## src/rtl/m_btb_lru_pkg.sv

```systemverilog
// Shared helpers for the LRU branch target buffer: log2 sizing, default
// geometry and the counter values that newly allocated entries start from.
package bp_pkg;

  function automatic int clog2(input int n);
    int r;
    r = 0;
    while ((1 << r) < n) r++;
    return r;
  endfunction

  localparam int BTB_ADDR_W  = 11;
  localparam int BTB_ENTRIES = 4;
  localparam int BTB_CTR_W   = 2;
  localparam int BTB_AGE_W   = clog2(BTB_ENTRIES);

  // New entries start one step either side of the taken/not-taken threshold.
  function automatic int weak_taken(input int ctr_w);
    return 1 << (ctr_w - 1);
  endfunction

  function automatic int weak_not_taken(input int ctr_w);
    return (1 << (ctr_w - 1)) - 1;
  endfunction

endpackage

```

## src/rtl/m_btb_lru_if.sv

```systemverilog
// EX-update / IF-lookup bus of the branch target buffer.
// Statistics signals exist only when BTB_STATS_EN is defined.
interface m_btb_lru_if #(parameter int ADDR_W = 11);
  logic              w_flush;
  logic              w_upd_en;
  logic [ADDR_W-1:0] w_upd_pc;
  logic              w_upd_taken;
  logic [ADDR_W-1:0] w_upd_dst;
  logic [ADDR_W-1:0] w_lkp_pc;
  logic              w_lkp_hit;
  logic              w_lkp_taken;
  logic [ADDR_W-1:0] w_lkp_dst;
`ifdef BTB_STATS_EN
  logic [31:0]       w_upd_cnt;
  logic [31:0]       w_miss_cnt;
  logic [31:0]       w_mispred_cnt;
`endif

  modport master (
    output w_flush, w_upd_en, w_upd_pc, w_upd_taken, w_upd_dst, w_lkp_pc,
`ifdef BTB_STATS_EN
    input  w_upd_cnt, w_miss_cnt, w_mispred_cnt,
`endif
    input  w_lkp_hit, w_lkp_taken, w_lkp_dst
  );

  modport slave (
    input  w_flush, w_upd_en, w_upd_pc, w_upd_taken, w_upd_dst, w_lkp_pc,
`ifdef BTB_STATS_EN
    output w_upd_cnt, w_miss_cnt, w_mispred_cnt,
`endif
    output w_lkp_hit, w_lkp_taken, w_lkp_dst
  );
endinterface

```

## src/rtl/m_btb_lru_sat_ctr.sv

```systemverilog
// Saturating up/down next-value logic for one direction counter.
module m_sat_ctr #(
  parameter int CTR_W = 2
) (
  input  logic [CTR_W-1:0] ctr,
  input  logic             inc,
  output logic [CTR_W-1:0] nxt
);
  always_comb begin
    nxt = ctr;
    if (inc) begin
      if (ctr != '1) nxt = ctr + 1'b1;
    end else begin
      if (ctr != '0) nxt = ctr - 1'b1;
    end
  end
endmodule

```

## src/rtl/m_btb_lru.sv

```systemverilog
// Fully-associative branch target buffer with true-LRU replacement.
// Define BTB_STATS_EN to add saturating update/miss/mispredict counters.
module m_btb_lru
  import bp_pkg::*;
#(
  parameter int ADDR_W  = BTB_ADDR_W,
  parameter int ENTRIES = BTB_ENTRIES,
  parameter int CTR_W   = BTB_CTR_W
) (
  input logic    w_clk,
  input logic    w_rst,
  m_btb_lru_if.slave bus
);
  localparam int AGE_W = clog2(ENTRIES);
  localparam logic [AGE_W-1:0] AGE_MAX = AGE_W'(ENTRIES - 1);
  localparam logic [CTR_W-1:0] CTR_WT  = CTR_W'(weak_taken(CTR_W));
  localparam logic [CTR_W-1:0] CTR_WNT = CTR_W'(weak_not_taken(CTR_W));

  logic [ENTRIES-1:0] valid;
  logic [ADDR_W-1:0]  tag     [ENTRIES];
  logic [ADDR_W-1:0]  dst     [ENTRIES];
  logic [CTR_W-1:0]   ctr     [ENTRIES];
  logic [CTR_W-1:0]   ctr_nxt [ENTRIES];
  logic [AGE_W-1:0]   age     [ENTRIES];

  logic             lkp_hit, upd_hit, has_free, upd_go;
  logic [AGE_W-1:0] lkp_idx, upd_idx, free_idx, lru_idx, sel, sel_age;

  for (genvar g = 0; g < ENTRIES; g++) begin : g_ctr
    m_sat_ctr #(.CTR_W(CTR_W)) u_sat_ctr (
      .ctr (ctr[g]),
      .inc (bus.w_upd_taken),
      .nxt (ctr_nxt[g])
    );
  end

  // Descending scans so the lowest matching index is the one left standing.
  always_comb begin
    lkp_hit  = 1'b0;
    lkp_idx  = '0;
    upd_hit  = 1'b0;
    upd_idx  = '0;
    has_free = 1'b0;
    free_idx = '0;
    lru_idx  = '0;
    for (int i = ENTRIES - 1; i >= 0; i--) begin
      if (valid[i] && tag[i] == bus.w_lkp_pc) begin
        lkp_hit = 1'b1;
        lkp_idx = AGE_W'(i);
      end
      if (valid[i] && tag[i] == bus.w_upd_pc) begin
        upd_hit = 1'b1;
        upd_idx = AGE_W'(i);
      end
      if (!valid[i]) begin
        has_free = 1'b1;
        free_idx = AGE_W'(i);
      end
      if (age[i] == AGE_MAX) lru_idx = AGE_W'(i);
    end
  end

  assign sel     = upd_hit ? upd_idx : (has_free ? free_idx : lru_idx);
  assign sel_age = age[sel];
  assign upd_go  = bus.w_upd_en && !bus.w_flush;

  assign bus.w_lkp_hit   = lkp_hit;
  assign bus.w_lkp_taken = lkp_hit && ctr[lkp_idx][CTR_W-1];
  assign bus.w_lkp_dst   = lkp_hit ? dst[lkp_idx] : '0;

  always_ff @(posedge w_clk or posedge w_rst) begin
    if (w_rst) begin
      valid <= '0;
      for (int i = 0; i < ENTRIES; i++) begin
        tag[i] <= '0;
        dst[i] <= '0;
        ctr[i] <= '0;
        age[i] <= AGE_W'(i);
      end
    end else if (bus.w_flush) begin
      valid <= '0;
      for (int i = 0; i < ENTRIES; i++) age[i] <= AGE_W'(i);
    end else if (upd_go) begin
      for (int i = 0; i < ENTRIES; i++) begin
        if (AGE_W'(i) == sel)      age[i] <= '0;
        else if (age[i] < sel_age) age[i] <= age[i] + 1'b1;
      end
      if (upd_hit) begin
        ctr[sel] <= ctr_nxt[sel];
        if (bus.w_upd_taken) dst[sel] <= bus.w_upd_dst;
      end else begin
        valid[sel] <= 1'b1;
        tag[sel]   <= bus.w_upd_pc;
        dst[sel]   <= bus.w_upd_dst;
        ctr[sel]   <= bus.w_upd_taken ? CTR_WT : CTR_WNT;
      end
    end
  end

`ifdef BTB_STATS_EN
  logic [31:0] upd_cnt, miss_cnt, mispred_cnt;
  logic        pred_dir;

  assign pred_dir = upd_hit && ctr[upd_idx][CTR_W-1];

  // Statistics survive flush; only reset clears them.
  always_ff @(posedge w_clk or posedge w_rst) begin
    if (w_rst) begin
      upd_cnt     <= '0;
      miss_cnt    <= '0;
      mispred_cnt <= '0;
    end else if (upd_go) begin
      if (upd_cnt != '1) upd_cnt <= upd_cnt + 1'b1;
      if (!upd_hit && miss_cnt != '1) miss_cnt <= miss_cnt + 1'b1;
      if (pred_dir != bus.w_upd_taken && mispred_cnt != '1)
        mispred_cnt <= mispred_cnt + 1'b1;
    end
  end

  assign bus.w_upd_cnt     = upd_cnt;
  assign bus.w_miss_cnt    = miss_cnt;
  assign bus.w_mispred_cnt = mispred_cnt;
`endif
endmodule

```

## src/flat_wrapper.sv

```systemverilog
// flat-port wrapper written by rule: the top's interface ports become plain ports
module m_btb_lru_flat import bp_pkg::*;
#(
  parameter int ADDR_W  = BTB_ADDR_W,
  parameter int ENTRIES = BTB_ENTRIES,
  parameter int CTR_W   = BTB_CTR_W
)
  (w_clk, w_rst, bus_w_flush, bus_w_upd_en, bus_w_upd_pc, bus_w_upd_taken, bus_w_upd_dst, bus_w_lkp_pc, bus_w_lkp_hit, bus_w_lkp_taken, bus_w_lkp_dst);
  m_btb_lru_if #(.ADDR_W(ADDR_W)) bus_i ();
  input logic w_clk;
  input logic w_rst;
  input wire logic [$bits(bus_i.w_flush)-1:0] bus_w_flush;
  input wire logic [$bits(bus_i.w_upd_en)-1:0] bus_w_upd_en;
  input wire logic [$bits(bus_i.w_upd_pc)-1:0] bus_w_upd_pc;
  input wire logic [$bits(bus_i.w_upd_taken)-1:0] bus_w_upd_taken;
  input wire logic [$bits(bus_i.w_upd_dst)-1:0] bus_w_upd_dst;
  input wire logic [$bits(bus_i.w_lkp_pc)-1:0] bus_w_lkp_pc;
  output wire logic [$bits(bus_i.w_lkp_hit)-1:0] bus_w_lkp_hit;
  output wire logic [$bits(bus_i.w_lkp_taken)-1:0] bus_w_lkp_taken;
  output wire logic [$bits(bus_i.w_lkp_dst)-1:0] bus_w_lkp_dst;
  assign bus_i.w_flush = bus_w_flush;
  assign bus_i.w_upd_en = bus_w_upd_en;
  assign bus_i.w_upd_pc = bus_w_upd_pc;
  assign bus_i.w_upd_taken = bus_w_upd_taken;
  assign bus_i.w_upd_dst = bus_w_upd_dst;
  assign bus_i.w_lkp_pc = bus_w_lkp_pc;
  assign bus_w_lkp_hit = bus_i.w_lkp_hit;
  assign bus_w_lkp_taken = bus_i.w_lkp_taken;
  assign bus_w_lkp_dst = bus_i.w_lkp_dst;
  m_btb_lru #(.ADDR_W(ADDR_W), .ENTRIES(ENTRIES), .CTR_W(CTR_W)) u_core (.w_clk(w_clk), .w_rst(w_rst), .bus(bus_i));
endmodule
```

## config.mk

```make
export PLATFORM = sky130hd
export DESIGN_NAME = m_btb_lru_flat
export DESIGN_NICKNAME = d
export VERILOG_FILES = /design/src/rtl/m_btb_lru_pkg.sv /design/src/rtl/m_btb_lru_if.sv /design/src/rtl/m_btb_lru_sat_ctr.sv /design/src/rtl/m_btb_lru.sv /design/src/flat_wrapper.sv
export SDC_FILE = /design/constraint.sdc
export NUM_CORES = 1
export LEC_CHECK = 0
export ABC_AREA = 1
export BUFFER_PORTS_ARGS = -buffer_cell sky130_fd_sc_hd__buf_2
export CORE_AREA = 2 2 89 177
export CTS_BUF_LIST = sky130_fd_sc_hd__clkbuf_4 sky130_fd_sc_hd__clkbuf_8
export CTS_CLUSTER_DIAMETER = 60
export DETAILED_ROUTE_END_ITERATION = 16
export DIE_AREA = 0 0 91 179
export GPL_TIMING_DRIVEN = 0
export PLACE_DENSITY = 0.67
export SLEW_MARGIN = 20
export SYNTH_ARGS = -nofsm -noshare
export SYNTH_HDL_FRONTEND = slang
export SYNTH_HIERARCHICAL = 1
export SYNTH_SLANG_ARGS = --single-unit
```

## constraint.sdc

```tcl
create_clock -name w_clk -period 7.7 [get_ports w_clk]
set_clock_uncertainty 0.2 [all_clocks]
set_input_delay 1.155 -clock w_clk [delete_from_list [all_inputs] [get_ports w_clk]]
set_output_delay 1.155 -clock w_clk [all_outputs]
set_load 0.01 [all_outputs]
```

# == After elaboration in Yosys (flattened, before gate mapping) ==
# Index checks and enable logic that the tools add are counted.
# word_totals
ff_bits,108
input_bits,38
word_cells,177
# classes
addsub,12
n_lt_le_gt_ge,9
eq_ne,21
muxes,82
bitwise,5
n_reduce_logical,31
# ops
operator,n
two-way mux 2 bit,46
bitwise mux 44 bit,2
== test 11 bit,8
two-way mux 44 bit,2
two-way mux 11 bit,4
two-way mux 8 bit,3
binary-select mux 11 bit (select 2 bit),1
demux 11 bit (select 2 bit),1
"adder 2 x 1 -> 2 bit, second input constant",8
bitwise mux 8 bit,2
two-way mux 1 bit,13
binary-select mux 2 bit (select 2 bit),3
logical AND 1 bit,12
two-way mux 4 bit,3
"inequality test 2 bit, second input constant",6
AND reduction 2 bit,6
nonzero test 3 bit,4
nonzero test 2 bit,5
"== test 2 bit, second input constant",4
less-than comparator 2 bit,4
"subtractor 2 x 1 -> 2 bit, second input constant",4
">= comparator 3 bit, second input constant",2
inverter 2 -> 3 bit,2
AND reduction 3 bit,2
11 further kinds,13

# == Logic depth before layout (Yosys ltp) ==
# depth
depth_word,16
depth_mapped,22
ltp_nobuf,21

# == Modules after synthesis ==
# The synthesis kept the hierarchy.
# by_module_without_submodules
module,n_inst,cells_each,area_each_um2,seq_area_each_um2
m_btb_lru,1,1086,7282.0,2707.6
m_sat_ctr,4,6,25.0,0.0

# == Worst setup path after synthesis ==
# No wires, ideal clock.
# synth_path
path_kind,input to output
from,in bus_w_lkp_pc[10]
to,out bus_w_lkp_dst[9]
arrival_time_ns,2.887
required_ns,6.345
path_slack_ns,3.458
stages,12
n_path_buf,3
path_cell_list,clkbuf_1 -> xnor2_1 -> nand4_1 -> nor4_1 -> nand3_1 -> nand2_1 -> nand2_1 -> nand2_1 -> buf_2 -> buf_1 -> o211ai_1 -> a21oi_1
# synth_between
elab_chain_cells,11
word_cells_on_any_way,21
# synth_rtl
item,line_no,rtl
from (decl),flat_wrapper.sv:17,input wire logic [$bits(bus_i.w_lkp_pc)-1:0] bus_w_lkp_pc;
== test 11 bit,m_btb_lru.sv:47,if (valid[i] && tag[i] == bus.w_lkp_pc) begin
logical AND 1 bit,m_btb_lru.sv:47,
two-way mux 2 bit (4 in a row),m_btb_lru.sv:47,
inverter 2 -> 3 bit (not written as such),m_btb_lru.sv:69,assign bus.w_lkp_dst = lkp_hit ? dst[lkp_idx] : '0;
binary-select mux 11 bit (select 2 bit),m_btb_lru.sv:69,
two-way mux 11 bit (not written as such) (2 in a row),m_btb_lru.sv:69,
two-way mux 11 bit *,m_btb_lru.sv:69,
to (decl),flat_wrapper.sv:20,output wire logic [$bits(bus_i.w_lkp_dst)-1:0] bus_w_lkp_dst;
# Every way passes the cells marked *; elsewhere a longest branch is shown, timed or not. The select of a mux whose other input is x is not followed.

# == Final worst setup path ==
# layout_path
from,in bus_w_lkp_pc[0]
to,out bus_w_lkp_dst[8]
# Same word-level chain as after synthesis.

==> impl_metrics.sql <==
INSERT INTO impl_metrics (metric_group, metric, value, unit) VALUES
('clocking', 'cts_made_buffers', '9', ''),
('place', 'total_half_perimeter_wirelength_after_legalization_and_detailed_placement', '17700', 'µm'),
('die', 'num_io_pins', '51', ''),
('layout', 'drive_above_1_share', '11.9', '%'),
('drt', 'detail_route.wirelength', '23900', 'µm'),
('worst_hold_path', 'hold_path_class', 'flip-flop to flip-flop', ''),
('logic_synthesis', 'post_synth_and_or_nand_nor_area_fraction', '37.9', '%'),
('logic_synthesis', 'synth_area_in_compound_gates', '13.2', '%'),
('sta', 'finalWorstPathRequiredPeriod', '5.24', 'ns'),
('die', 'floorplan.core_area', '15100', 'µm²'),
('clocking', 'clock_latency', '0.39', 'ns'),
('logic_synthesis', 'seq_area_frac_synth', '36.7', '%'),
('logic_synthesis', 'synth.area.top_cells', 'dfrtp_1 35%, nand2_1 21%, inv_1 6.4%', ''),
('die', 'starting_density_of_the_core', '49.0', '%'),
('global_route', 'antenna_found_initial', '0', ''),
('layout', 'nNetsFinal', '1207', ''),
('sta', 'final_hold_viol_count', '0', ''),
('die', 'die_h', '179', 'µm'),
('layout', 'areaGrowthSynthToFinish', '9.64', '%'),
('status', 'outcome', 'finished clean', ''),
('drt', 'drc', '0', ''),
('logic_synthesis', 'synth-edff-count', '0', ''),
('layout', 'final_cell_mix', '422 x nand2_1, 125 x inv_1, 104 x dfrtp_1', ''),
('global_route', 'global_route.overflow_total', '0', ''),
('sta', 'timing.slew.headroom', '53.1', '%'),
('sta', 'timing_max_transition_violations_final', '0', ''),
('critical_path', 'startpoint', 'bus_w_lkp_pc[0]', ''),
('sta', 'setup-violations-final', '0', ''),
('layout', 'most_common_library_cell_in_the_layout_ignoring_fill_and_taps', 'nand2_1', ''),
('worst_hold_path', 'min_from', 'u_core/dst[10]$_DFFE_PP0P_', ''),
('pwr', 'leakagePower', '4.27', 'nW'),
('die', 'die-area', '16300', 'µm²'),
('logic_synthesis', 'synth_top_cell_area_share', '35.3', '%'),
('logic_synthesis', 'synth_nets', '1152', ''),
('layout', 'multi_input_area', '3950', 'µm²'),
('global_route', 'grt_start_max_net_pins', '57', ''),
('clocking', 'htree_num_levels', '3', ''),
('logic_synthesis', 'syn_area', '7380', 'µm²'),
('logic_synthesis', 'synth.avg_cell_area', '6.65', 'µm²'),
('sta', 'fin_worst_hold_slack', '0.281', 'ns'),
('logic_synthesis', 'post_synth_num_cell_types', '47', ''),
('pwr', 'power_per_cell_area', '240', 'nW/µm²'),
('critical_path', 'critical_path_peak_fanout', '10', ''),
('clocking', 'cts.sink_count', '108', ''),
('drt', 'antenna_left', '0', ''),
('critical_path', 'timing.critical_path.required', '6.34', 'ns'),
('logic_synthesis', 'synthCells', '1110', ''),
('die', 'die_w', '91', 'µm'),
('place', 'gpl_congestion', '0.965', ''),
('place', 'post_dp_cell_area', '7880', 'µm²'),
('logic_synthesis', 'yosys.area_share.xor_xnor', '1.78', '%'),
('layout', 'number_of_fill_cells', '1610', ''),
('critical_path', 'worstPathArrival', '3.89', 'ns'),
('layout', 'layout.area.seq', '2710', 'µm²'),
('sta', 'max_clock_freq', '191', 'MHz'),
('drt', 'route.detailed.vias_per_inst', '5.53', ''),
('critical_path', 'r2r-start', 'u_core/valid[2]$_DFFE_PP0P_', ''),
('critical_path', 'worstSetupPathType', 'input port to output pin', ''),
('place', 'io_buffers', '43', ''),
('drt', 'vias_after_detailed_routing', '7564', ''),
('logic_synthesis', 'async_flop_share', '100', '%'),
('clocking', 'post_cts_resized', '0', ''),
('clocking', 'number_of_buffers_inserted_by_hold_repair_at_cts', '0', ''),
('clocking', 'cts_tree', 'built', ''),
('logic_synthesis', 'synth.area.mux_share', '0', '%'),
('clocking', 'cts_root_buffer', 'clkbuf_8', ''),
('logic_synthesis', 'yosysWarningCount', '6', ''),
('critical_path', 'critPathCaptureType', 'output pin', ''),
('sta', 'grt_setup_unrepaired', 'no', ''),
('logic_synthesis', 'yosys_most_used_dff', 'dfrtp_1', ''),
('logic_synthesis', 'synth_seq_cells', '108', '');
[path summary, 6_finish.rpt]
| path | end | slack (ns) | depth (start not counted) |
|---|---|---|---|
| setup / recovery | bus_w_lkp_dst[8] | 2.46 | 12 |
| hold / removal | u_core/dst[10]$_DFFE_PP0P_ | 0.28 | 2 |
| setup reg to reg | u_core/tag[16]$_DFFE_PP0P_ | 4.95 | 11 |
| hold reg to reg | u_core/dst[10]$_DFFE_PP0P_ | 0.28 | 2 |
| max in group asynchronous | u_core/age[4]$_DFFE_PP1P_ | 6.01 | 3 |
| min in group asynchronous | u_core/ctr[2]$_DFFE_PP0P_ | 0.59 | 2 |
[critical path, stage by stage]
cell and delay, ns:
clkbuf_1 0.47, xor2_1 0.17, nand3b_1 0.19, nor4_1 0.59, inv_1 0.08, nand2_1 0.09
nand3_1 0.20, inv_1 0.16, buf_2 0.23, o211ai_1 0.13, a21oi_1 0.23, buf_2 0.17
[final cells by class]
cell class,instances,share of cell area (%)
Clock buffer,10,1.62
Sequential cell,108,33.5
Multi-Input combinational cell,823,48.8
Tap cell,198,3.06
Inverter,142,6.71
Clock inverter,5,1.05
Timing Repair Buffer,44,3.00
Buffer,37,2.30
[where the power goes]
part	switching [W]	leakage (nW)	total (W)	internal, W
sequential	0.000142	1.35	0.000871	0.000729
clock	0.000206	0.107	0.000394	0.000188
combinational	0.000431	2.81	0.000682	0.000251
total	0.000779	4.27	0.00195	0.00117
[per-stage QoR]
stage	utilization, %	worst slack, ns	power, W	instances
floorplan	-	3.46	0.00136	1110
global placement	52.1	2.10	0.00153	1351
detailed placement	52.3	2.52	0.00155	1352
CTS	53.8	2.52	0.00194	1367
global route	53.8	2.32	0.00210	1367
finish	53.8	2.46	0.00195	1367
[sequential cells by signal (all words and copies together), names as in the netlist]
signal / count
u_core/valid: 4
u_core/ctr: 8
u_core/tag: 44
u_core/dst: 44
u_core/age: 8
[cells in the mapped netlist, types with 14 or more instances]
master / n
nand2_1: 422
a21oi_1: 15
o211ai_1: 28
inv_1: 126
nand4_1: 18
nor3_1: 19
clkbuf_1: 14
o21ai_0: 35
dfrtp_1: 104
nor2_1: 69
buf_2: 17
nand3_1: 80
o21ai_1: 39
[cells by family after synthesis]
kind of cell / Yosys count
and+or+nand+nor: 648
buffers and inverters: 179
AOI/OAI and AO/OA: 156
DFF: 108
xor gates and xnor gates: 15
adders and majority gates: 4
[layer usage]
metal	wire [µm]	share of wire, %	up-vias	track usage (%)
met5	0	0	-	0
met4	962	4.0	0	14.5
met3	1750	7.3	56	4.75
met2	11000	46	309	47.6
met1	10200	43	3510	40.3
li1	-	-	3689	-
Power figures use the tool's default switching activity.
